**src/rtl/sha_pkg.sv**
```systemverilog
// Shared definitions for the nonce-sweep hasher result path: bus widths,
// scan FSM states and the summary-word layout used by readback software.
package sha_pkg;

  localparam int MEM_ADDR_W = 16;
  localparam int MEM_DATA_W = 32;

  // Summary word layout: found | zero | win_nonce | hit_count
  localparam int SUM_FOUND_BIT = 31;
  localparam int SUM_WIN_LSB   = 16;
  localparam int SUM_WIN_W     = 8;
  localparam int SUM_HIT_LSB   = 0;
  localparam int SUM_HIT_W     = 16;

  typedef enum logic [2:0] {
    ST_IDLE  = 3'd0,
    ST_SCAN  = 3'd1,
    ST_DRAIN = 3'd2,
    ST_FIN   = 3'd3
`ifdef SCAN_WRITEBACK_EN
    , ST_WB  = 3'd4
`endif
  } scan_state_t;

  function automatic logic [MEM_DATA_W-1:0] pack_summary(
    input logic                 found,
    input logic [SUM_WIN_W-1:0] win,
    input logic [SUM_HIT_W-1:0] hits
  );
    logic [MEM_DATA_W-1:0] s;
    s = '0;
    s[SUM_FOUND_BIT]                     = found;
    s[SUM_WIN_LSB +: SUM_WIN_W]          = win;
    s[SUM_HIT_LSB +: SUM_HIT_W]          = hits;
    return s;
  endfunction

endpackage

```
**src/rtl/nonce_cmp_acc.sv**
```systemverilog
// Comparison accumulator: tracks first winning nonce, saturating hit count
// and the minimum hash (lowest nonce wins ties) over one scan.
module nonce_cmp_acc
  import sha_pkg::*;
#(
  parameter int NONCE_W = 8
) (
  input  logic                  clk,
  input  logic                  reset_n,
  input  logic                  clear,
  input  logic                  valid,
  input  logic [MEM_DATA_W-1:0] word,
  input  logic [NONCE_W-1:0]    index,
  input  logic [MEM_DATA_W-1:0] target,
  output logic                  found,
  output logic [NONCE_W-1:0]    win_nonce,
  output logic [NONCE_W-1:0]    hit_count,
  output logic [MEM_DATA_W-1:0] best_hash,
  output logic [NONCE_W-1:0]    best_nonce
);

  logic hit;
  logic better;

  assign hit    = (word < target);
  // Word 0 always seeds the minimum, even if it is all ones.
  assign better = (word < best_hash) || (index == '0);

  always_ff @(posedge clk or negedge reset_n) begin
    if (!reset_n) begin
      found      <= 1'b0;
      win_nonce  <= '0;
      hit_count  <= '0;
      best_hash  <= '1;
      best_nonce <= '0;
    end else if (clear) begin
      found      <= 1'b0;
      win_nonce  <= '0;
      hit_count  <= '0;
      best_hash  <= '1;
      best_nonce <= '0;
    end else if (valid) begin
      if (hit) begin
        if (hit_count != '1) hit_count <= hit_count + 1'b1;
        if (!found) begin
          found     <= 1'b1;
          win_nonce <= index;
        end
      end
      if (better) begin
        best_hash  <= word;
        best_nonce <= index;
      end
    end
  end

endmodule

```
**src/rtl/nonce_result_scan.sv**
```systemverilog
// Reads back NUM_NONCES hasher result words and reports winners/minimum.
// Optional summary writeback after the scan when SCAN_WRITEBACK_EN is defined.
//
// state | meaning
// IDLE  | waiting for start; results held
// SCAN  | issuing read addresses, one per cycle
// DRAIN | address issue done, waiting for final captures
// WB    | writing the summary word (SCAN_WRITEBACK_EN only)
// FIN   | one-cycle done pulse
module nonce_result_scan
  import sha_pkg::*;
#(
  parameter int NUM_NONCES = 16,
  parameter int NONCE_W    = 8
) (
  input  logic                  clk,
  input  logic                  reset_n,
  input  logic                  start,
  input  logic [MEM_ADDR_W-1:0] result_addr,
  input  logic [MEM_DATA_W-1:0] target,
  output logic                  done,
  output logic                  found,
  output logic [NONCE_W-1:0]    win_nonce,
  output logic [NONCE_W-1:0]    hit_count,
  output logic [MEM_DATA_W-1:0] best_hash,
  output logic [NONCE_W-1:0]    best_nonce,
  output logic                  mem_clk,
  output logic                  mem_we,
  output logic [MEM_ADDR_W-1:0] mem_addr,
  output logic [MEM_DATA_W-1:0] mem_write_data,
  input  logic [MEM_DATA_W-1:0] mem_read_data
);

  localparam logic [NONCE_W-1:0] LAST_IDX = NONCE_W'(NUM_NONCES - 1);

  scan_state_t           state;
  logic [MEM_DATA_W-1:0] target_q;
  logic [NONCE_W-1:0]    iss_cnt;
  logic [NONCE_W-1:0]    cap_cnt;
  logic                  addr_vld;
  logic                  data_vld;
  logic                  acc_clear;

  assign mem_clk   = clk;
  assign acc_clear = (state == ST_IDLE) && start;

`ifdef SCAN_WRITEBACK_EN
  logic wb_issued;
`else
  assign mem_we         = 1'b0;
  assign mem_write_data = '0;
`endif

  // addr_vld: mem_addr holds a live read address; data_vld: read data lands next edge.
  always_ff @(posedge clk or negedge reset_n) begin
    if (!reset_n) begin
      state          <= ST_IDLE;
      target_q       <= '0;
      mem_addr       <= '0;
      iss_cnt        <= '0;
      cap_cnt        <= '0;
      addr_vld       <= 1'b0;
      data_vld       <= 1'b0;
      done           <= 1'b0;
`ifdef SCAN_WRITEBACK_EN
      mem_we         <= 1'b0;
      mem_write_data <= '0;
      wb_issued      <= 1'b0;
`endif
    end else begin
      done     <= 1'b0;
      data_vld <= addr_vld;
      if (data_vld) cap_cnt <= cap_cnt + 1'b1;

      unique case (state)
        ST_IDLE: begin
          if (start) begin
            target_q <= target;
            mem_addr <= result_addr;
            iss_cnt  <= '0;
            cap_cnt  <= '0;
            addr_vld <= 1'b1;
            state    <= ST_SCAN;
          end
        end
        ST_SCAN: begin
          if (iss_cnt == LAST_IDX) begin
            addr_vld <= 1'b0;
            state    <= ST_DRAIN;
          end else begin
            mem_addr <= mem_addr + 1'b1;
            iss_cnt  <= iss_cnt + 1'b1;
          end
        end
        ST_DRAIN: begin
          if (data_vld && (cap_cnt == LAST_IDX)) begin
`ifdef SCAN_WRITEBACK_EN
            state <= ST_WB;
`else
            state <= ST_FIN;
`endif
          end
        end
`ifdef SCAN_WRITEBACK_EN
        ST_WB: begin
          if (!wb_issued) begin
            // mem_addr still holds the last result word; summary goes just past it.
            mem_addr       <= mem_addr + 1'b1;
            mem_we         <= 1'b1;
            mem_write_data <= pack_summary(found, SUM_WIN_W'(win_nonce),
                                           SUM_HIT_W'(hit_count));
            wb_issued      <= 1'b1;
          end else begin
            mem_we    <= 1'b0;
            wb_issued <= 1'b0;
            state     <= ST_FIN;
          end
        end
`endif
        ST_FIN: begin
          done  <= 1'b1;
          state <= ST_IDLE;
        end
        default: state <= ST_IDLE;
      endcase
    end
  end

  nonce_cmp_acc #(
    .NONCE_W (NONCE_W)
  ) u_acc (
    .clk        (clk),
    .reset_n    (reset_n),
    .clear      (acc_clear),
    .valid      (data_vld),
    .word       (mem_read_data),
    .index      (cap_cnt),
    .target     (target_q),
    .found      (found),
    .win_nonce  (win_nonce),
    .hit_count  (hit_count),
    .best_hash  (best_hash),
    .best_nonce (best_nonce)
  );

endmodule

```
**config.mk**
```make
export PLATFORM = sky130hd
export DESIGN_NAME = nonce_result_scan
export DESIGN_NICKNAME = d
export VERILOG_FILES = /design/src/rtl/sha_pkg.sv /design/src/rtl/nonce_cmp_acc.sv /design/src/rtl/nonce_result_scan.sv
export SDC_FILE = /design/constraint.sdc
export NUM_CORES = 1
export LEC_CHECK = 0
export ABC_CLOCK_PERIOD_IN_PS = 3150
export CAP_MARGIN = 5
export CORE_MARGIN = 5
export CORE_UTILIZATION = 55
export CTS_CLUSTER_DIAMETER = 50
export DETAILED_ROUTE_END_ITERATION = 16
export DONT_BUFFER_PORTS = 1
export GPL_ROUTABILITY_DRIVEN = 0
export GPL_TIMING_DRIVEN = 1
export PLACE_DENSITY = 0.76
export SLEW_MARGIN = 5
export SYNTH_ARGS = -nofsm -noshare
export SYNTH_HDL_FRONTEND = slang
export SYNTH_SLANG_ARGS = --single-unit
```
**constraint.sdc**
```tcl
create_clock -name clk -period 3.15 [get_ports clk]
set_input_delay 0.63 -clock clk [delete_from_list [all_inputs] [get_ports clk]]
set_output_delay 0.63 -clock clk [all_outputs]
set_load 0.005 [all_outputs]
```
# Yosys cells after proc, flatten, opt, wreduce, memory -nomap -nowiden
# Cells that the tools add are included.
[op_classes]
addsub = 4
multipliers = 0
n_div = 0
n_lt_le_gt_ge = 2
n_eq_ne = 11
shift = 0
muxes = 34
n_bitwise = 0
n_reduce_logical = 18
[op_table]
columns = ["cell", "count"]
rows = [
  ["8-bit two-way mux", 16],
  ["32-bit two-way mux", 3],
  ["32-bit < comparator", 2],
  ["16-bit two-way mux", 2],
  ["16-bit one-hot mux with 2 select lines", 1],
  ["8-bit by 1-bit adder with 8-bit output (second input constant)", 3],
  ["16-bit by 1-bit adder with 16-bit output (second input constant)", 1],
  ["8-bit by 4-bit == test with 1-bit output (second input constant)", 2],
  ["8-bit one-hot mux with 2 select lines", 1],
  ["3-bit AND reduction", 5],
  ["2-bit != test (second input constant)", 5],
  ["2-bit nonzero test", 5],
  ["3-bit two-way mux", 3],
  ["3-bit one-hot mux with 3 select lines", 1],
  ["8-bit logical NOT", 1],
  ["8-bit != test (second input constant)", 1],
  ["3-bit by 2-bit == test with 1-bit output (second input constant)", 2],
  ["1-bit two-way mux", 6],
  ["2-bit AND reduction", 3],
  ["3-bit by 1-bit == test with 1-bit output (second input constant)", 1],
  ["3-bit logical NOT", 1],
  ["1-bit logical AND", 2],
  ["1-bit one-hot mux with 2 select lines", 1],
  ["1-bit logical OR", 1],
]
[word_totals]
ff_bits = 127
latchBits = 0
ramBits = 0
mem_bits_ro = 0
inputBits = 83
out_inout_bits = 108
word_cells = 82
n_memories = 0

# Logic depth before layout (Yosys ltp)
[logic_depth]
depth_word = 5
mapped_depth = 10
depth_no_buf = 9

# Hierarchy
# From an unflattened synthesis, not the netlist that was laid out.
[hier_totals]
hier_cells = 854
area_unflattened_um2 = 7734.9
[modules_own_cells]
columns = ["mod", "instances", "cells_per_inst", "area_each_um2", "seq_area_each_um2"]
rows = [
  ["nonce_cmp_acc", 1, 447, 4117.7, 1466.4],
  ["nonce_result_scan", 1, 407, 3617.2, 1726.7],
]

==> impl_metrics.yaml <==
global_routing:
  antenna_found_initial: 0
  grt_overflow: 0
  grt_max_degree: 95
  grt_pass1_wl_mm: 29.3
  grt_pass1_vias: 5818
  grt_util_all_layers_pct: 22.7
clock_network:
  cts-resized-gates: 0
  cts_made_buffers: 17
  root_buffer: "clkbuf_16"
  clockBufferDepth: 2
  cts_setup_buffers: 0
  clk_latency_ns: 0.41
  htree_levels: 4
  cts.sinks: 126
  clk_pin_slew_ns: 0.05
  cts_tree: "built"
setup_path:
  end_kind: "flop"
  cp_top_family: "compound AO/OA/AOI/OAI gates"
  worst_path_largest_cell_delay_ns: 0.59
  crit_chain: "inv_1, ha_1, a21oi_1, o21ai_0, a221oi_1, o221ai_2, o21ai_4, buf_12, mux2i_1, nand2_1"
  worstSetupPathType: "reg2reg"
  critical_path_buf_inv_count: 2
  cp_max_fo: 20
  slowest_stage: "o21ai_4"
  start_kind: "flop"
  critPathRequiredTime_ns: 3.46
  arrival_ns: 3.25
logic_synthesis:
  synth_area_per_cell_um2: 9.46
  synth_adder_area_share_pct: 11.8
  yosys.area_share.simple_pct: 14.1
  synth-compound-area-share_pct: 19.8
  synth_area_leaders: "dfrtp_1, ha_1, dfstp_2, nand2_1, o211ai_2"
  yosysWarnings: 0
  synth_top_area_share_pct: 31.3
  seq_area_frac_synth_pct: 42.5
  synthArstFlopShare_pct: 100
  synth_top_family_by_area: "compound AO/OA/AOI/OAI gates"
  netlist-cell-type-count: 58
  synth_ff_type: "dfrtp_1"
  synth-edff-count: 0
  syn_area_um2: 7510
  synthXorXnorAreaFrac_pct: 1.05
  synth_top_cell_by_area: "dfrtp_1"
  synth_cells: 794
  synth-seq-cells: 126
  muxShareOfSynthArea_pct: 1.50
placed_design:
  dpl_worst_slack_ns: 0.200
  hpwl_mm: 13.2
  port_buffers: 0
floorplan:
  die_w_um: 127
  core_um2: 13300
  ios: 191
  core.rowCount: 42
  initial_core_util_pct: 56.5
  die-area_um2: 16100
  dieHeight_um: 127
routing:
  routed_wl_mm: 18.1
  vias_per_cell: 5.86
  route.detailed.drc: 0
  drt_iter0_markers: 316
  ant_nets: 0
  firstDrtPassIters: 7
  vias: 5741
  wl_per_cell_um: 18.5
sta:
  post-route-min-period_ns: 2.93
  setup_slack_ns: 0.216
  drv_slew: 0
  max-slew-margin-rel_pct: 53.7
  skew_ns: 0.00459
  finalSetupTns_ns: 0
  fin_crit_sh_pct: 93.2
  setup_violations: 0
  finalHoldViolCount: 0
  fmax_mhz: 341
  rsz0062_at_grt: "no"
  worst_pin_slew_ns: 0.692
power_and_ir_drop:
  power_density_nw_per_um2: 454
  power.leakage_nw: 3.87
  peakVddDrop_v: 0.000304
layout:
  final_common_cell: "nand2_1"
  n_antenna_cell: 0
  final_cell_mix: "nand2_1, dfrtp_1, inv_1"
  syn2layout_area_growth_pct: 8.33
  layout.nets: 944
  layout-drive-gt1-share_pct: 14.8
job:
  cap_viol_max_count: 0
worst_hold_path:
  hold_class: "in2async"
status:
  status: "finished clean"
## final timing paths
check | slack, ns | end | cells past startpoint | from
worst min register to register | 0.42 | data_vld | 0 | addr_vld
worst max-delay path | 0.22 | u_acc.best_hash[0] | 10 | u_acc.best_hash[23]
min in group clk | 0.34 | target_q[15] | 2 | target[15]
worst max register to register | 0.22 | u_acc.best_hash[0] | 10 | u_acc.best_hash[23]
max in group asynchronous | 2.60 | target_q[4] | 1 | reset_n
worst min-delay path | 0.07 | u_acc.best_hash[4] | 0 | reset_n
## synthesized netlist by cell type (3+ instances only)
cell type  instances
and3_1            18
o22ai_1           11
nand3_1           26
mux2i_1            9
a21o_1             5
nand4_1           16
dfstp_2           32
o21ai_0           68
nand3b_1           6
or3_1              4
inv_1             72
or3_2              4
buf_6              5
a22o_1             5
a221o_1            3
o21a_1             3
nand2b_1           6
nand2_1          111
ha_1              71
dfrtp_1           94
o211ai_2          30
a21oi_1           54
buf_4             34
nor4_1             3
o211ai_1           8
clkbuf_1          26
xnor2_1            3
nor2_1            23
xor2_1             6
## metal layers
metal / global-route usage (%) / up-vias / routed length (µm)
met4: 10.3 / 0 / 527
met1: 27.3 / 2765 / 7240
met3: 6.85 / 47 / 1370
met5: 0 / - / 0
li1: - / 2719 / -
met2: 37.4 / 210 / 8970
## power by group
part           switching [mW]  internal (mW)  total, mW
sequential             0.0195           1.66       1.68
combinational           0.112         0.0747      0.187
clock                   0.673           1.16       1.83
## state kept, by name, summed over array words and instances, names as in the netlist, 2 cells and up
name and cells:
mem_addr 16, iss_cnt 8, state 2, cap_cnt 8, u_acc.best_nonce 8, target_q 32
u_acc.win_nonce 8, u_acc.best_hash 32, u_acc.hit_count 8
## logic make-up after synthesis
| family | count (synthesis) |
|---|---|
| AND/OR/NAND/NOR | 225 |
| AO/OA/AOI/OAI | 211 |
| buffers and inverters | 140 |
| flip-flops | 126 |
| adder cells (fa/ha/maj) | 71 |
| multiplexers | 11 |
| XOR/XNOR | 9 |
| other | 1 |
## stage by stage
| stage | power (mW) | cell area [µm²] | cells | hold WS, ns | utilization, % |
|---|---|---|---|---|---|
| after CTS | 3.74 | 8140 | 979 | 0.0476 | 61.2 |
| after floorplan | 1.87 | 7630 | 826 | 0.334 | - |
| after global placement | 1.85 | 7560 | 946 | 0.340 | 56.8 |
| after global routing | 3.86 | 8140 | 979 | 0.0460 | 61.2 |
| after detailed placement | 1.86 | 7560 | 946 | 0.340 | 56.8 |
| final | 3.70 | 8140 | 979 | 0.0670 | 61.2 |
## timing repair
item / in CTS / in global routing
setup endpoints to repair: 0 / 1
hold buffers: 1 / 0
hold endpoints to repair: 94 / 0
## area by class of cell
type                            instances  area (µm²)
Fill cell                            1120        5150
Multi-Input combinational cell        560        3760
Sequential cell                       126        3190
Clock buffer                           25         495
Inverter                               72         270
Tap cell                              176         220
Timing Repair Buffer                   13         143
Clock inverter                          7        60.1
Note: power is estimated with default switching activity, not from simulation.
